$ cat src/rtl/rv32i_pkg.sv
// Shared rv32i definitions: datapath width and the memory/write-back stage state type.
package rv32i_pkg;

  localparam int DPW = 32;

  typedef enum logic [1:0] {
    IDLE = 2'd0,
    REQ  = 2'd1,
    WAIT = 2'd2
  } mwb_state_e;

endpackage

$ cat src/rtl/mem_wb_stage.sv
// Memory-access and write-back stage: word loads/stores over a ready/valid data port,
// register-file write-back, and an upstream stall while a memory access is in flight.
module mem_wb_stage #(
  parameter int DPW = rv32i_pkg::DPW,
  parameter int ADW = 5
) (
  input  logic           clk,
  input  logic           rst,
  input  logic           validM,
  input  logic           regwriteM,
  input  logic           resultsrcM,
  input  logic           memwriteM,
  input  logic [DPW-1:0] aluresultM,
  input  logic [DPW-1:0] Rd2M,
  input  logic [ADW-1:0] RdM,
  output logic           stallM,
  output logic           dmem_req,
  output logic           dmem_we,
  output logic [DPW-1:0] dmem_addr,
  output logic [DPW-1:0] dmem_wdata,
  input  logic           dmem_ready,
  input  logic           dmem_rvalid,
  input  logic [DPW-1:0] dmem_rdata,
  output logic           we,
  output logic [ADW-1:0] addr_3,
  output logic [DPW-1:0] wd_3
);
  import rv32i_pkg::*;

  mwb_state_e     r_state;
  logic [DPW-3:0] r_addr;
  logic [DPW-1:0] r_wdata;
  logic [ADW-1:0] r_rd;
  logic           r_is_store;
  logic           r_regwrite;
  logic           r_we;
  logic [ADW-1:0] r_addr_3;
  logic [DPW-1:0] r_wd_3;

  logic w_mem_op;
  logic w_rd_nz;
  logic w_cap_rd_nz;

  assign w_mem_op    = validM && (memwriteM || resultsrcM);
  assign w_rd_nz     = (RdM != '0);
  assign w_cap_rd_nz = (r_rd != '0);

  // NOTE: state registers use non-blocking assignments so every flop samples pre-edge values.
  always_ff @(posedge clk) begin
    if (rst) begin
      r_state    <= IDLE;
      r_addr     <= '0;
      r_wdata    <= '0;
      r_rd       <= '0;
      r_is_store <= 1'b0;
      r_regwrite <= 1'b0;
      r_we       <= 1'b0;
      r_addr_3   <= '0;
      r_wd_3     <= '0;
    end else begin
      r_we <= 1'b0;
      case (r_state)
        IDLE: begin
          if (w_mem_op) begin
            r_addr     <= aluresultM[DPW-1:2];
            r_wdata    <= Rd2M;
            r_rd       <= RdM;
            r_is_store <= memwriteM;
            r_regwrite <= regwriteM;
            r_state    <= REQ;
          end else if (validM && regwriteM && w_rd_nz) begin
            r_we     <= 1'b1;
            r_addr_3 <= RdM;
            r_wd_3   <= aluresultM;
          end
        end
        REQ: begin
          if (dmem_ready) r_state <= r_is_store ? IDLE : WAIT;
        end
        WAIT: begin
          // Writes to x0 are dropped here, after the handshake has still completed.
          if (dmem_rvalid) begin
            r_we     <= r_regwrite && w_cap_rd_nz;
            r_addr_3 <= r_rd;
            r_wd_3   <= dmem_rdata;
            r_state  <= IDLE;
          end
        end
        default: r_state <= IDLE;
      endcase
    end
  end

  // NOTE: every output gets a default first so this block can never infer a latch.
  always_comb begin
    stallM     = 1'b0;
    dmem_req   = 1'b0;
    dmem_we    = 1'b0;
    dmem_addr  = '0;
    dmem_wdata = '0;
    case (r_state)
      IDLE: stallM = w_mem_op;
      REQ: begin
        dmem_req   = 1'b1;
        dmem_we    = r_is_store;
        dmem_addr  = {r_addr, 2'b00};
        dmem_wdata = r_wdata;
        stallM     = !(dmem_ready && r_is_store);
      end
      WAIT:    stallM = !dmem_rvalid;
      default: stallM = 1'b0;
    endcase
  end

  assign we     = r_we;
  assign addr_3 = r_addr_3;
  assign wd_3   = r_wd_3;

endmodule

$ cat config.mk
export PLATFORM = sky130hd
export DESIGN_NAME = mem_wb_stage
export DESIGN_NICKNAME = d
export VERILOG_FILES = /design/src/rtl/rv32i_pkg.sv /design/src/rtl/mem_wb_stage.sv
export SDC_FILE = /design/constraint.sdc
export NUM_CORES = 1
export LEC_CHECK = 0
export ABC_AREA = 1
export CAP_MARGIN = 20
export CORE_MARGIN = 4
export CORE_UTILIZATION = 39
export DETAILED_ROUTE_END_ITERATION = 16
export GPL_TIMING_DRIVEN = 0
export PLACE_DENSITY_LB_ADDON = 0.2
export SYNTH_ARGS = -nofsm -noshare
export SYNTH_HDL_FRONTEND = slang
export SYNTH_SLANG_ARGS = --single-unit
$ cat constraint.sdc
create_clock -name clk -period 1.3 [get_ports clk]
set_clock_uncertainty 0.15 [all_clocks]
set_input_delay 0.13 -clock clk [delete_from_list [all_inputs] [get_ports clk]]
set_output_delay 0.13 -clock clk [all_outputs]
set_load 0.02 [all_outputs]
==> impl_metrics.env <==
export IMPL_io_buffers=211
export IMPL_cts_hold_buf=0
export IMPL_cts_buffers_inserted=9
export IMPL_grt_pass1_vias=5480
export IMPL_drive_gt1_share_pct=37.7
export IMPL_ant_nets=0
export IMPL_grt_setup_unrepaired="true"
export IMPL_synth_area_mm2=0.00505
export IMPL_setup_slack_ns=-0.496
export IMPL_required_ns=1.02
export IMPL_layout_nets=1131
export IMPL_synth_xor_area_share_pct=0
export IMPL_regToRegSetupSlack_ns=-0.40
export IMPL_synth_compound_area_share_pct=18.5
export IMPL_seqCellArea_mm2=0.00219
export IMPL_globalplace_congestion=0.827
export IMPL_worstSetupStartpointType="flip-flop"
export IMPL_path_delay_family="buffers and inverters"
export IMPL_routed_wl_um=19000
export IMPL_r2r_end="wd_3[11]$_SDFFE_PP0P_"
export IMPL_synthDistinctLibCells=21
export IMPL_synth_adder_area_share_pct=0
export IMPL_ys_ff_latch=109
export IMPL_min_period_ns=1.80
export IMPL_hold_violations=0
export IMPL_start_util_pct=39.8
export IMPL_grt_use_total_pct=23.2
export IMPL_antennaDiodeCount=0
export IMPL_fillers=934
export IMPL_dr_pass1_iters=5
export IMPL_synthTopCellsByArea="dfxtp_1 43%, a21oi_1 11%, nand2_1 11%"
export IMPL_rows=41
export IMPL_grt_max_degree=17
export IMPL_final_common_cell="nand2_1"
export IMPL_netlist_area_leader_share_pct=43.2
export IMPL_cts_tree="yes"
export IMPL_critPathArrivalTime_ns=1.52
export IMPL_synth_top_family_by_area="simple AND/OR/NAND/NOR gates"
export IMPL_path_max_fanout=10
export IMPL_clock_latency_ns=0.35
export IMPL_hp_start="dmem_ready"
export IMPL_path_clk_slew_ns=0.07
export IMPL_htree_levels=3
export IMPL_drc=0
export IMPL_cts_root_buf="clkbuf_16"
export IMPL_synth_simple_area_share_pct=23.5
export IMPL_vias=5834
export IMPL_design_area_mm2=0.00965
export IMPL_fin_tns_setup_ns=-58.05
export IMPL_powerDensity_mw_per_mm2=1000
export IMPL_cp_num_buf_inv=4
export IMPL_violations="negative setup slack"
export IMPL_maxCapViolations=0
export IMPL_clock_fmax_ghz=0.557
export IMPL_end_kind="primary output"
export IMPL_maxSlewViolCount=0
export IMPL_clkSinkCount=109
export IMPL_place_area_mm2=0.00791
export IMPL_period_share_pct=138
export IMPL_die_h_um=122
export IMPL_synth_cells=764
export IMPL_dp_hpwl_um=12500
export IMPL_antenna_found_initial=0
export IMPL_finalSetupViolCount=173
export IMPL_yosysSeqAreaShare_pct=43.2
export IMPL_yosysWarningCount=0
export IMPL_vdd_drop_max_mv=0.873
export IMPL_viasPerCell=4.87
export IMPL_coreArea_mm2=0.0127
export IMPL_fp_dieArea_mm2=0.0148
export IMPL_num_io_pins=214
export IMPL_final_cell_mix="137 x nand2_1, 109 x inv_1, 108 x clkdlybuf4s50_1"
export IMPL_yosys_area_top_type="dfxtp_1"
export IMPL_status="finished with violations"
export IMPL_grt_ovfl_total=0
export IMPL_critPathKind="flip-flop to primary output"
export IMPL_synth_avg_cell_area_um2=6.61
export IMPL_die_x_um=122
export IMPL_path_cells="nor2_4 -> inv_4 -> buf_12 -> buf_12 -> nor2_4 -> buf_4"
export IMPL_multi_input_area_mm2=0.00314
export IMPL_max_stage_delay_ns=0.38
export IMPL_wl_per_cell_um=15.8
export IMPL_min_path_cells=3
export IMPL_reg2reg_depth=11
export IMPL_area_growth_pct=91.2
export IMPL_grt_pass1_wl_um=27400
export IMPL_crit_slowest_cell="dfxtp_4"
export IMPL_worstHoldPathType="primary input to flip-flop"
export IMPL_clk_path_buf_depth=2
export IMPL_synth_area_mux_share_pct=0
export IMPL_p_leak_uw=0.00438
export IMPL_rr_startpoint="r_state[0]$_SDFFE_PP0P_"
export IMPL_holdPathEnd="r_state[1]$_SDFFE_PP0P_"
export IMPL_drt_initial_drc_count=290
worst reg2reg max path: stages (launching register included):
cell	delay (ns)
dfxtp_2	0.36
buf_6	0.11
nor2_4	0.04
buf_4	0.13
buf_6	0.11
nand2_4	0.07
nand2_4	0.06
buf_6	0.12
buf_6	0.13
buf_6	0.13
a21oi_2	0.14
nor2_1	0.05
synthesized netlist by cell type (all sizes together):
cell and count:
a21oi 109, buf 41, clkbuf 17, conb 1
dfxtp 109, inv 115, nand2 147, nand3 40
nand4 2, nor2 105, o2111ai 1, o21a 1
o21ai 74, or2 2
registers in the layout, summed over array words and instances, names as in the netlist:
| signal | count |
|---|---|
| addr_3 | 5 |
| r_addr | 30 |
| r_is_store | 1 |
| r_rd | 5 |
| r_regwrite | 1 |
| r_state | 2 |
| r_wdata | 32 |
| wd_3 | 32 |
| we | 1 |
layer usage:
layer | up-vias | track usage, % | share of wire [%]
met2 | 194 | 38.3 | 49
met3 | 29 | 5.90 | 6.8
met1 | 2717 | 29.1 | 42
met4 | 0 | 9.45 | 2.2
li1 | 2894 | - | -
met5 | - | 0 | 0
report_power, final:
group          internal [µW]  switching, µW
Combinational           1470           1630
Clock                   1550           1270
Sequential              3630            113
Total                   6640           3010
kinds of logic (layout without fill, tap and decap cells):
family | Yosys count | after routing
buffers and inverters | 173 | 435
other | 1 | 2
AND/OR/NAND/NOR | 296 | 296
flip-flops | 109 | 109
AO/OA/AOI/OAI | 185 | 185
final cells by class:
class	count	share of cell area [%]
Tap cell	172	2.23
Sequential cell	109	22.7
Multi-Input combinational cell	483	32.5
Buffer	57	7.27
Clock inverter	4	0.493
Clock buffer	12	2.55
Timing Repair Buffer	247	27.7
Inverter	115	4.60
worst max path at each step:
| stage | from | end | slack [ns] | depth (start not counted) |
|---|---|---|---|---|
| finish | r_state[1]$_SDFFE_PP0P_ | dmem_addr[2] | -0.50 | 6 |
| CTS | r_state[0]$_SDFFE_PP0P_ | stallM | -0.51 | 6 |
| global route | r_state[0]$_SDFFE_PP0P_ | dmem_addr[2] | -0.55 | 7 |
| floorplan | r_state[0]$_SDFFE_PP0P_ | dmem_addr[10] | -0.10 | 6 |
| global placement | memwriteM | stallM | -1.03 | 8 |
| detailed placement | memwriteM | stallM | -1.03 | 8 |
per-stage QoR:
| stage | util (%) | total power, µW | cells | worst slack (ns) | hold slack, ns |
|---|---|---|---|---|---|
| 2_1_floorplan | - | 5150 | 765 | -0.104 | 0.0417 |
| 5_1_grt | 76.2 | 10100 | 1199 | -0.550 | 0.237 |
| 6_report | 76.2 | 9650 | 1199 | -0.496 | 0.227 |
| 3_3_place_gp | 62.4 | 6060 | 1148 | -1.03 | 0.291 |
| 3_5_place_dp | 62.4 | 6090 | 1148 | -1.03 | 0.296 |
| 4_1_cts | 70.1 | 9270 | 1191 | -0.506 | 0.213 |
what timing repair did:
action,in CTS,in global routing
setup endpoints to repair,212,198
pin swaps,12,21
buffers inserted,16,6
resized for setup,551,259
gates cloned,11,5
(Power assumes the default switching activity.)
